## config.mk

```make
export PLATFORM = sky130hd
export DESIGN_NAME = keyed_xfer_fsm
export DESIGN_NICKNAME = d
export VERILOG_FILES = /design/src/rtl/keyed_xfer_fsm.sv
export SDC_FILE = /design/constraint.sdc
export NUM_CORES = 1
export LEC_CHECK = 0
export CORE_ASPECT_RATIO = 1.5
export CORE_MARGIN = 4
export CORE_UTILIZATION = 55
export CTS_BUF_LIST = sky130_fd_sc_hd__clkbuf_4 sky130_fd_sc_hd__clkbuf_8
export CTS_CLUSTER_SIZE = 16
export DETAILED_ROUTE_END_ITERATION = 7
export GPL_TIMING_DRIVEN = 0
export PLACE_DENSITY = 0.87
export SLEW_MARGIN = 10
export SYNTH_ARGS = -nofsm -noshare
export SYNTH_HDL_FRONTEND = slang
export SYNTH_SLANG_ARGS = --single-unit
```

## constraint.sdc

```tcl
create_clock -name clk -period 4.7 [get_ports clk]
set_clock_uncertainty 0.1 [all_clocks]
set_input_delay 1.41 -clock clk [delete_from_list [all_inputs] [get_ports clk]]
set_output_delay 1.41 -clock clk [all_outputs]
set_load 0.005 [all_outputs]
```

## src/rtl/keyed_xfer_fsm.sv

```systemverilog
// Beat-counting transfer sequencer with a key lock; a wrong key lets the
// transfer run only until TRAP_BEATS beats have been accepted, then parks in TRAP.
module keyed_xfer_fsm #(
  parameter int                 CNT_W      = 8,
  parameter int                 KEY_W      = 4,
  parameter logic [KEY_W-1:0]   KEY_VAL    = 4'b1011,
  parameter int                 TRAP_BEATS = 2
) (
  input  logic             clk,
  input  logic             rst,
  input  logic             start,
  input  logic [CNT_W-1:0] len,
  input  logic             ack,
  input  logic [KEY_W-1:0] keyinput,
  output logic             req,
  output logic             busy,
  output logic             done,
  output logic [CNT_W-1:0] cnt
);

  // state  | meaning
  // IDLE   | waiting for start with a non-zero len
  // REQ    | one-cycle request announce; key sampled on exit
  // XFER   | accepting beats, key matched
  // XFER_D | accepting beats, key mismatched; traps after TRAP_BEATS beats
  // DONE   | one-cycle completion pulse
  // TRAP   | locked out until reset
  typedef enum logic [2:0] {
    IDLE   = 3'd0,
    REQ    = 3'd1,
    XFER   = 3'd2,
    XFER_D = 3'd3,
    DONE   = 3'd4,
    TRAP   = 3'd5
  } state_t;

  localparam logic [CNT_W-1:0] ONE      = CNT_W'(1);
  localparam logic [CNT_W-1:0] TRAP_CMP = CNT_W'(TRAP_BEATS);

  state_t           state;
  logic [CNT_W-1:0] len_q;
  logic [CNT_W-1:0] dcnt;
  logic [CNT_W-1:0] cnt_nxt;
  logic [CNT_W-1:0] dcnt_nxt;

  assign cnt_nxt  = cnt + ONE;
  assign dcnt_nxt = dcnt + ONE;

  // All state and outputs move on the falling edge.
  always_ff @(negedge clk or negedge rst) begin
    if (!rst) begin
      state <= IDLE;
      req   <= 1'b0;
      busy  <= 1'b0;
      done  <= 1'b0;
      cnt   <= '0;
      dcnt  <= '0;
      len_q <= '0;
    end else begin
      case (state)
        IDLE: begin
          done <= 1'b0;
          if (start && (len != '0)) begin
            len_q <= len;
            cnt   <= '0;
            dcnt  <= '0;
            state <= REQ;
            req   <= 1'b1;
            busy  <= 1'b1;
          end
        end
        REQ: begin
          req   <= 1'b1;
          busy  <= 1'b1;
          done  <= 1'b0;
          state <= (keyinput == KEY_VAL) ? XFER : XFER_D;
        end
        XFER: begin
          if (ack) begin
            cnt <= cnt_nxt;
            if (cnt_nxt == len_q) begin
              state <= DONE;
              req   <= 1'b0;
              busy  <= 1'b0;
              done  <= 1'b1;
            end
          end
        end
        XFER_D: begin
          if (ack) begin
            cnt  <= cnt_nxt;
            dcnt <= dcnt_nxt;
            // Trap wins even when this beat would also complete the transfer.
            if (dcnt_nxt == TRAP_CMP) begin
              state <= TRAP;
              req   <= 1'b0;
              busy  <= 1'b1;
            end else if (cnt_nxt == len_q) begin
              state <= DONE;
              req   <= 1'b0;
              busy  <= 1'b0;
              done  <= 1'b1;
            end
          end
        end
        DONE: begin
          state <= IDLE;
          req   <= 1'b0;
          busy  <= 1'b0;
          done  <= 1'b0;
        end
        TRAP: begin
          req  <= 1'b0;
          busy <= 1'b1;
          done <= 1'b0;
        end
        default: begin
          state <= IDLE;
          req   <= 1'b0;
          busy  <= 1'b0;
          done  <= 1'b0;
        end
      endcase
    end
  end

endmodule

```

==> flow_metrics.py <==
metrics = {
    "detailed_routing": {
        "avgViaCountPerCell": 5.979,
        "wl_per_cell_um": 17.28,
        "drtIter0Drc": 27,
        "via_count": 1692,
        "drc": 0,
        "detail-route-antenna-nets": 0,
        "drt-total-wl_um": 4889,
        "dr.pass1.iters": 4,
    },
    "floorplanning": {
        "core_sq_mm": 0.003128,
        "dieArea_sq_mm": 0.004225,
        "start_util": 0.5684,
        "die_x_um": 54.43,
        "core.rowCount": 25,
        "die_h_um": 77.64,
        "io_pins": 27,
    },
    "setup_path": {
        "critical_path_class": "in2reg",
        "arrival_ps": 2830,
        "required_ps": 2380,
        "cpPeakStageDelay_ps": 470,
        "cp-start-kind": "input pin",
        "setup.worst_path.start": "len[1]",
        "path_buf_inv": 2,
        "path_depth": 5,
        "endpoint_kind": "register",
        "crit_slowest_cell": "or4_4",
        "crit_family": "simple AND/OR/NAND/NOR gates",
        "critical_path.cell_chain": "clkdlybuf4s15_1 > or4_4 > o211a_4 > buf_8 > mux2_4",
        "cp_max_fo": 8,
        "reg2reg_from": "cnt[0]",
        "ff2ff_path_depth": 8,
    },
    "yosys": {
        "syn-num-nets": 208,
        "synth_edf_count": 0,
        "synthTopCellsByCount": "30 x dfrtn_1, 27 x nand2_1, 12 x o21ai_0, 10 x nor2_1, 10 x xnor2_1",
        "async_reset_ff_frac": 1.000,
        "synth.distinct_cells": 49,
        "synth_top_area_share": 0.4222,
        "synth_top_flop_cell": "dfrtn_1",
        "yosysSeqAreaShare": 0.4222,
        "synth_cells": 189,
        "synth_seq_cells": 30,
        "syn_area_per_cell_sq_um": 9.407,
        "yosys-top-cells-area": "dfrtn_1 42%, nand2_1 5.7%, xnor2_1 4.9%",
        "synth_warnings": 0,
        "netlist_area_sq_mm": 0.001778,
        "synth_most_common_cell": "dfrtn_1",
        "yosys.area.top_type": "dfrtn_1",
    },
    "sta": {
        "timing.final.ws_setup_ps": -455.4,
        "finalSetupTns_ps": -8243,
        "finalSetupViolations": 28,
        "hold-worst-slack_ps": 341.9,
        "final-max-slew-violation-count": 0,
        "relSlewSlack": 0.5545,
        "worst_pin_slew_ps": 668.3,
        "final-hold-violation-count": 0,
        "rsz0062_at_grt": "yes",
    },
    "placed_design": {
        "place_hpwl_um": 2885,
        "place_inst": 255,
        "port_buffers": 26,
        "pre_cts_slack_ps": -1065,
        "globalplace.congestion": 0.8351,
    },
    "final_layout": {
        "finalNetCount": 262,
        "final_cells": 283,
        "fill_cells": 200,
        "layout-drive-gt1-share": 0.4074,
        "antennaDiodeCount": 0,
        "area_growth_pct": 38.35,
        "multi_input_area_sq_mm": 0.001136,
        "post-route-util": 0.7864,
        "regArea_sq_um": 750.7,
    },
    "cts": {
        "clk_path_buf_depth": 2,
        "cts_sinks": 30,
        "cts_tree": "done",
        "cts.clk_slew.worst_paths_ps": 40,
        "hold_buffers": 0,
        "ctsRootBufferMaster": "clkbuf_8",
        "cts_inserted_buffers": 5,
        "htreeDepth": 2,
        "worstSkewPairLatency_ps": 290,
    },
    "power": {
        "p_comb_frac": 0.500,
        "switchingPower_w": 0.0004890,
        "pwr-share-clk": 0.161,
        "ir_worst_vdd_v": 0.0003613,
        "switching_share": 0.3920,
        "power_density_mw_per_mm2": 507.2,
        "seqPwrFrac": 0.338,
        "internal_power_w": 0.0007587,
        "p_leak_nw": 1.074,
    },
    "global_route": {
        "grt_overflow": 0,
        "grt_pass1_vias": 1687,
        "grt_usage": 0.2494,
        "grt_max_degree": 31,
        "antenna_found_initial": 0,
        "grt_pass1_wl_um": 7707,
    },
    "worst_hold_path": {
        "holdCritPathClass": "reg2reg",
        "min_from": "done",
        "holdPathStages": 1,
    },
    "run_status": {
        "outcome": "complete, but fails checks",
        "violations": "setup timing",
    },
    "run": {
        "cap_violations": 0,
    },
}
[what timing repair did]
action / 4_1_cts / 5_1_grt
setup buffers: 19 / 6
pin swaps: 15 / 11
resized for setup: 109 / 23
setup endpoints to repair: 39 / 34
cloned: 0 / 0
[layout make-up]
class / count / share of cell area
multi-input combinational: 147 / 0.4619
sequential: 30 / 0.3052
timing repair buffer: 47 / 0.1526
clock buffer: 7 / 0.03408
tap: 40 / 0.02035
buffer: 7 / 0.01831
inverter: 5 / 0.007630
[metal layers]
metal  vias up  GRT usage  wire, um
li1        793          -         -
met1       835     0.2736      1902
met2        51     0.4245      2680
met3        13    0.05950       181
met4         0     0.1247       124
met5         -          0         0
[cells by family (layout without fill, tap and decap cells)]
group / after synthesis / after routing / synth area share
AND/OR/NAND/NOR: 72 / 72 / 0.2069
AO/OA/AOI/OAI: 47 / 47 / 0.1872
flip-flops: 30 / 30 / 0.4222
XOR/XNOR: 15 / 15 / 0.07389
buffers and inverters: 12 / 66 / 0.02673
multiplexers: 10 / 10 / 0.06193
adder cells (fa/ha/maj): 3 / 3 / 0.02111
[cells in the final DEF (no fill, tap or decap), drive strengths merged, types with 3 or more instances in the layout]
cell | synthesis | final
buf | 2 | 43
dfrtn | 30 | 30
nand2 | 28 | 28
o21ai | 15 | 15
clkbuf | 5 | 12
xnor2 | 10 | 10
nor2 | 10 | 10
mux2 | 8 | 8
nor3 | 7 | 7
nand3 | 7 | 7
xor2 | 5 | 5
clkdlybuf4s50 | 0 | 5
inv | 5 | 5
and3 | 5 | 5
o22ai | 5 | 5
a21oi | 5 | 5
nand2b | 4 | 4
o31ai | 4 | 4
ha | 3 | 3
or4 | 3 | 3
[registers in the layout, summed over array words and instances, names as in the netlist]
| name | flops |
|---|---|
| busy | 1 |
| req | 1 |
| dcnt | 8 |
| cnt | 8 |
| done | 1 |
| state | 3 |
| len_q | 8 |
[per-stage QoR]
| stage | power [W] | area (sq um) |
|---|---|---|
| after CTS | 0.001198 | 2372 |
| after floorplan | 0.0007753 | 1821 |
| after global routing | 0.001327 | 2460 |
| final | 0.001248 | 2460 |
| after global placement | 0.0009082 | 2131 |
| after detailed placement | 0.0009245 | 2126 |
[worst reg2reg max path: stages (launching register included)]
cell,delay [ps]
dfrtn_1,450
buf_4,180
ha_1,240
and3_2,260
nand3_1,210
xnor2_1,240
o2111ai_2,230
a21bo_2,270
a311oi_2,90
[final timing paths]
| check | to | slack [ps] |
|---|---|---|
| max | len_q[0] | -460 |
| min | done | 340 |
| max reg2reg | state[1] | 2250 |
| min reg2reg | done | 340 |
| max in group asynchronous | dcnt[7] | 740 |
| min in group asynchronous | state[1] | 3290 |
[power by group through the flow]
stage          clock [W]  sequential [W]  combinational, W
2_1_floorplan          0        0.000420          0.000356
3_3_place_gp           0        0.000436          0.000473
3_5_place_dp           0        0.000440          0.000485
4_1_cts         0.000208        0.000413          0.000576
5_1_grt         0.000220        0.000429          0.000678
6_report        0.000201        0.000422          0.000624
Note: power is estimated with default switching activity, not from simulation.
